$ cat src/rtl/core_wb_stage.sv
// Write-back stage: load formatting, register-file steering,
// load-data stall, frozen-pipeline capture and forwarding register.
module core_wb_stage #(
  parameter int DATA_WIDTH     = 32,
  parameter int REG_ADDR_WIDTH = 5
) (
  input  logic                      clk,
  input  logic                      rst_n,
  input  logic [REG_ADDR_WIDTH-1:0] w_regfile_waddr_i,
  input  logic [DATA_WIDTH-1:0]     w_regfile_rd_i,
  input  logic                      w_regfile_wr_i,
  input  logic                      w_is_load_store_i,
  input  logic [2:0]                w_LOAD_op_i,
  input  logic                      w_FP_OP_i,
  input  logic [1:0]                w_addr_lsb_i,
  input  logic [DATA_WIDTH-1:0]     w_data_rdata_i,
  input  logic                      data_rvalid_i,
  input  logic                      stall_general_i,
  output logic [REG_ADDR_WIDTH-1:0] regfile_waddr_o,
  output logic [DATA_WIDTH-1:0]     regfile_wdata_o,
  output logic                      regfile_wr_o,
  output logic                      fp_regfile_wr_o,
  output logic                      wb_stall_o,
  output logic                      fwd_valid_o,
  output logic                      fwd_fp_o,
  output logic [REG_ADDR_WIDTH-1:0] fwd_waddr_o,
  output logic [DATA_WIDTH-1:0]     fwd_wdata_o
);

  localparam logic [0:0] IDLE = 1'b0;
  localparam logic [0:0] HOLD = 1'b1;

  localparam logic [2:0] OP_LB  = 3'b000;
  localparam logic [2:0] OP_LH  = 3'b001;
  localparam logic [2:0] OP_LBU = 3'b100;
  localparam logic [2:0] OP_LHU = 3'b101;

  logic [0:0]            state;
  logic [0:0]            state_nxt;
  logic [DATA_WIDTH-1:0] hold_buf;
  logic [DATA_WIDTH-1:0] src;
  logic [7:0]            ld_byte;
  logic [15:0]           ld_half;
  logic [DATA_WIDTH-1:0] ld_data;
  logic                  is_load;
  logic                  in_hold;
  logic                  data_avail;
  logic                  capture;
  logic                  commit;

  assign is_load = w_is_load_store_i & w_regfile_wr_i;
  assign in_hold = (state == HOLD);
  assign src     = in_hold ? hold_buf : w_data_rdata_i;
  assign capture = ~in_hold & is_load & data_rvalid_i & stall_general_i;

  always_comb begin
    ld_byte = src[7:0];
    unique case (w_addr_lsb_i)
      2'd0: ld_byte = src[7:0];
      2'd1: ld_byte = src[15:8];
      2'd2: ld_byte = src[23:16];
      2'd3: ld_byte = src[31:24];
    endcase
  end

  assign ld_half = w_addr_lsb_i[1] ? src[31:16] : src[15:0];

  always_comb begin
    ld_data = src;
    unique case (1'b1)
      w_LOAD_op_i == OP_LB:
        ld_data = {{(DATA_WIDTH-8){ld_byte[7]}}, ld_byte};
      w_LOAD_op_i == OP_LBU:
        ld_data = {{(DATA_WIDTH-8){1'b0}}, ld_byte};
      w_LOAD_op_i == OP_LH:
        ld_data = {{(DATA_WIDTH-16){ld_half[15]}}, ld_half};
      w_LOAD_op_i == OP_LHU:
        ld_data = {{(DATA_WIDTH-16){1'b0}}, ld_half};
      default:
        ld_data = src;
    endcase
  end

  assign data_avail = ~is_load | data_rvalid_i | in_hold;

  assign regfile_waddr_o = w_regfile_waddr_i;
  assign regfile_wdata_o = is_load ? ld_data : w_regfile_rd_i;
  assign regfile_wr_o    = w_regfile_wr_i & ~w_FP_OP_i & data_avail
                         & (w_regfile_waddr_i != '0);
  assign fp_regfile_wr_o = w_regfile_wr_i & w_FP_OP_i & data_avail;
  assign wb_stall_o      = is_load & ~data_rvalid_i & ~in_hold;

  assign commit = (regfile_wr_o | fp_regfile_wr_o) & ~stall_general_i;

  // Unfreeze leaves HOLD even if a new rvalid shows up that cycle.
  always_comb begin
    state_nxt = state;
    unique case (state)
      IDLE:    if (capture) state_nxt = HOLD;
      HOLD:    if (!stall_general_i) state_nxt = IDLE;
      default: state_nxt = IDLE;
    endcase
  end

  always_ff @(posedge clk or negedge rst_n) begin
    if (!rst_n) begin
      state    <= IDLE;
      hold_buf <= '0;
    end else begin
      state <= state_nxt;
      if (capture) hold_buf <= w_data_rdata_i;
    end
  end

  always_ff @(posedge clk or negedge rst_n) begin
    if (!rst_n) begin
      fwd_valid_o <= 1'b0;
      fwd_fp_o    <= 1'b0;
      fwd_waddr_o <= '0;
      fwd_wdata_o <= '0;
    end else if (commit) begin
      fwd_valid_o <= 1'b1;
      fwd_fp_o    <= w_FP_OP_i;
      fwd_waddr_o <= w_regfile_waddr_i;
      fwd_wdata_o <= regfile_wdata_o;
    end
  end

endmodule
$ cat config.mk
export PLATFORM = sky130hd
export DESIGN_NAME = core_wb_stage
export DESIGN_NICKNAME = d
export VERILOG_FILES = /design/src/rtl/core_wb_stage.sv
export SDC_FILE = /design/constraint.sdc
export NUM_CORES = 1
export LEC_CHECK = 0
export BUFFER_PORTS_ARGS = -buffer_cell sky130_fd_sc_hd__clkbuf_2
export CAP_MARGIN = 30
export CORE_AREA = 8 8 104 106
export DETAILED_ROUTE_END_ITERATION = 6
export DIE_AREA = 0 0 112 114
export GPL_TIMING_DRIVEN = 0
export PLACE_DENSITY_LB_ADDON = 0.2
export SLEW_MARGIN = 25
export SYNTH_ARGS = -nofsm -noshare
export SYNTH_HDL_FRONTEND = slang
export SYNTH_SLANG_ARGS = --single-unit
$ cat constraint.sdc
create_clock -name clk -period 2.5 [get_ports clk]
set_input_delay 0.25 -clock clk [delete_from_list [all_inputs] [get_ports clk]]
set_output_delay 0.25 -clock clk [all_outputs]
set_load 0.02 [all_outputs]
After elaboration in Yosys (flattened, before gate mapping)
Index checks and enable logic that the tools add are counted.
- flip-flop bits (word level): 72
- input port bits: 81
- logic and storage cells: 43
- eq/ne operators: 6
- bitwise gates (word level): 20
- muxes and demuxes: 8
- reductions and logical operators: 3
- operators with widths (cell ; number):
    $pmux 32 s4 ; 1
    $mux 32 ; 2
    $pmux 8 s4 ; 1
    $mux 16 ; 1
    $and 1x1->1 ; 12
    $eq 3x3->1 const B ; 2
    $not 1->1 ; 5
    $reduce_bool 5->1 ; 1
    $eq 2x2->1 const B ; 2
    $eq 3x1->1 const B ; 1
    $logic_not 3->1 ; 1
    $or 1x1->1 ; 3
    $eq 2x1->1 const B ; 1
    $logic_not 2->1 ; 1
    $mux 1 ; 2
    $pmux 1 s2 ; 1

Longest topological paths before layout
- depth after elaboration: 8
- depth in mapped cells: 8

Least setup slack after synthesis
No wires, ideal clock.
- kind: register -> output
- start: register state (netlist: in_hold)
- end: output port regfile_wdata_o[10]
- data required time: 2.250 ns
- data arrival time: 1.843 ns
- buffers on the path: 2
- path slack: 0.407 ns
- cell stages (with the launch flop): 8
- cells stage by stage: dfrtp_1 > buf_6 > mux2i_2 > a2111oi_4 > and4_1 > buf_6 > a221oi_2 > a21oi_1
- word-level cells in the longest chain between the ends: 4
- elaborated cells on any way between the ends: 5
- ends and longest elaborated chain (what ; RTL line ; RTL):
    from (decl) ; 38 ; logic [0:0] state;
    from (signal assigned) ; 110 ; state <= state_nxt;
    $mux 32 (*) ; 53 ; assign src = in_hold ? hold_buf : w_data_rdata_i;
    $pmux 8 s4 or $mux 16 (tied branches) ; 58, 66 ;
    $pmux 32 s4 (*) ; 70 ; unique case (1'b1)
    $mux 32 (*) ; 87 ; assign regfile_wdata_o = is_load ? ld_data : w_regfile_rd_i;
    to (decl) ; 20 ; output logic [DATA_WIDTH-1:0] regfile_wdata_o,
Every way passes the cells marked *; elsewhere a longest branch is shown, timed or not.

Worst setup path after layout
- start: register state (netlist: in_hold)
- end: output port regfile_wdata_o[14]
Same word-level chain as after synthesis.

==> impl_metrics.py <==
metrics = {
    "final_layout": {
        "syn_to_final_growth_pct": 35.8,
        "post-route-util": 0.663,
        "multi_input_area_um2": 2540,
        "ff_latch_area_um2": 1800,
        "mostFrequentLayoutCells": "clkbuf_2 (138), mux2_2 (76), dfrtp_1 (72)",
        "fillers": 748,
        "layout_commonest_cell": "clkbuf_2",
        "antenna_cells": 0,
        "final_area_um2": 6040,
        "nets": 706,
        "layout-drive-gt1-share": 0.514,
    },
    "worst_setup_path": {
        "worstPathRequired_ns": 2.25,
        "path_max_fanout": 8,
        "cp_slowest_stage_delay_ns": 0.38,
        "path_cells": "buf_6, mux2_4, or3_4, and4_4, a221oi_4, a21oi_2, clkbuf_8",
        "critPathKind": "reg -> out",
        "slowest_stage": "dfrtp_1",
        "crit_family": "simple AND/OR/NAND/NOR gates",
        "path_buf_inv": 2,
        "crit_path_start_kind": "flip-flop",
        "worstSetupEndpointType": "primary output",
        "cp.arrival_ns": 2.38,
    },
    "global_routing": {
        "grt.overflow.total": 0,
        "grt_max_degree": 49,
        "grt_usage": 0.223,
        "met2_usage": 0.382,
        "antenna_found_initial": 0,
        "use_met3": 0.0687,
        "top_usage_layer": "met2",
        "met1_usage": 0.253,
        "grt_pass1_wl_mm": 22.6,
        "grt_pass1_vias": 4465,
    },
    "die": {
        "die_x_um": 112,
        "fp.dieArea_um2": 12800,
        "ios": 160,
        "core_area_um2": 9110,
        "die_h_um": 114,
        "num_rows": 35,
        "initial_core_util": 0.488,
    },
    "route": {
        "drtAntennaViolNets": 0,
        "drt_pass1_iterations": 4,
        "wire_per_inst_um": 20.0,
        "drt_iter0_drc": 193,
        "drcViolationCount": 0,
        "vias": 4190,
        "vias_per_cell": 5.66,
        "wirelength_mm": 14.8,
    },
    "synthesis": {
        "syn_inst": 437,
        "ys_ff_latch": 72,
        "synthArstFlopShare": 1.00,
        "synth_cell_type_count": 44,
        "syn_avg_cell_area_um2": 10.2,
        "yosysSeqAreaShare": 0.405,
        "syn_nets": 518,
        "yosysWarnings": 0,
        "synth_flop_cell": "dfrtp_1",
        "synth-edff-count": 0,
        "synth_area_um2": 4440,
    },
    "sta": {
        "min_period_ns": 2.63,
        "fin_crit_sh": 1.05,
        "relSlewSlack": 0.564,
        "finClkSkew_ns": 0.0103,
        "holdWs_ns": 0.119,
        "rsz0062_at_grt": "yes",
        "final.setup.tns_ns": -1.47,
        "setup_ws_ns": -0.127,
        "hold_viol": 0,
        "report.final.slew_viol_count": 0,
        "setup_viol": 20,
        "worst_pin_slew_ns": 0.653,
        "fmax_mhz": 381,
    },
    "run_status": {
        "violations": "negative setup slack",
        "status": "finished, violations left",
    },
    "place": {
        "gp_congestion": 0.954,
        "dp_hpwl_mm": 11.2,
        "placed_cell_area_um2": 5420,
        "io_buffers": 159,
    },
    "worst_hold_path": {
        "hold_path_class": "in -> reg",
    },
    "cts": {
        "clk_pin_slew_ns": 0.08,
        "numCtsBuffers": 9,
        "cts_root_buf": "clkbuf_8",
        "clock_sinks": 72,
        "htree_levels": 3,
        "clock_latency_ns": 0.35,
        "clockBufferDepth": 2,
        "cts_tree": "built",
    },
    "power_and_ir_drop": {
        "vdd_drop_max_uv": 328,
        "pwr_density_cell_nw_per_um2": 634,
        "p_leak_nw": 2.80,
    },
    "flow_run": {
        "timing.max_cap.violations": 0,
    },
}
## sequential cells by signal, indices dropped and copies added, names as in the netlist
name,count
hold_buf,32
fwd_waddr_o,5
fwd_fp_o,1
fwd_wdata_o,32
in_hold,1
fwd_valid_o,1
## cells by family (layout without fill, tap and decap cells)
| group | count (synthesis) | after routing | share of synthesized area |
|---|---|---|---|
| DFF | 72 | 72 | 0.405 |
| and+or+nand+nor | 119 | 119 | 0.121 |
| buffers and inverters | 48 | 240 | 0.0586 |
| AOI/OAI and AO/OA | 101 | 101 | 0.173 |
| muxes | 97 | 97 | 0.242 |
## layer usage
layer	vias to the layer above	part of all wire	wire length, um
li1	1955	-	-
met1	2059	0.40	5850
met2	151	0.50	7450
met3	25	0.077	1140
met4	0	0.024	361
met5	-	0	0
## synth_stat cells (all sizes together) (2+ instances only)
cell type	n	area [um2]
nand3	3	15.0
nand2	41	154
nor2	47	176
nand2b	5	31.3
mux2	78	882
o22a	7	61.3
mux2i	19	194
a31oi	15	139
nand4	2	27.5
a41oi	2	17.5
and2	2	12.5
inv	11	41.3
nor3	12	65.1
dfrtp	72	1800
a221oi	7	105
nor2b	2	12.5
clkbuf	13	48.8
buf	24	170
a41o	7	70.1
a211oi	9	67.6
o21ai	22	110
a21oi	25	125
## worst min-delay path, stage by stage
cell and delay, ns:
clkbuf_2 0.10, nand2_1 0.05, nand2_1 0.04
## final timing paths
path,from,endpoint,slack (ns),depth (start not counted)
worst max-delay path,in_hold$_DFF_PN0_,regfile_wdata_o[14],-0.13,7
worst min-delay path,w_regfile_waddr_i[4],fwd_waddr_o[4]$_DFFE_PN0P_,0.12,3
worst max register to register,in_hold$_DFF_PN0_,hold_buf[29]$_DFFE_PN0P_,0.26,6
worst min register to register,fwd_valid_o$_DFFE_PN0P_,fwd_valid_o$_DFFE_PN0P_,0.48,1
max in group asynchronous,rst_n,hold_buf[31]$_DFFE_PN0P_,1.54,3
min in group asynchronous,rst_n,hold_buf[18]$_DFFE_PN0P_,0.37,2
## report_power, final
part / switching [W] / internal, W
clock network: 0.000474 / 0.000481
logic: 0.000729 / 0.000588
registers: 0.000146 / 0.00141
total: 0.00135 / 0.00248
## stage by stage
| stage | power (W) | setup WS [ns] | instances |
|---|---|---|---|
| floorplan | 0.00232 | 0.407 | 437 |
| global placement | 0.00273 | 0.00894 | 707 |
| detailed placement | 0.00278 | 0.0197 | 708 |
| CTS | 0.00378 | -0.117 | 729 |
| global route | 0.00402 | -0.188 | 740 |
| finish | 0.00383 | -0.127 | 740 |
## layout make-up
cell class / instances / share of cell area
plain buffers: 36 / 0.0348
clock buffers: 10 / 0.0228
clock inverters: 5 / 0.00953
inverters: 11 / 0.00684
multi-input cells: 317 / 0.422
flip-flops and latches: 72 / 0.298
well taps: 111 / 0.0230
repair buffers: 178 / 0.183
## timing repair
item | 4_1_cts | 5_1_grt
pin swaps | 5 | 2
cloned | 0 | 1
gates resized for setup | 30 | 53
endpoints found under the setup margin | 22 | 30
hold buffers | 1 | 0
setup buffers | 6 | 9
hold endpoints to repair | 24 | 0
Power figures use the tool's default switching activity.
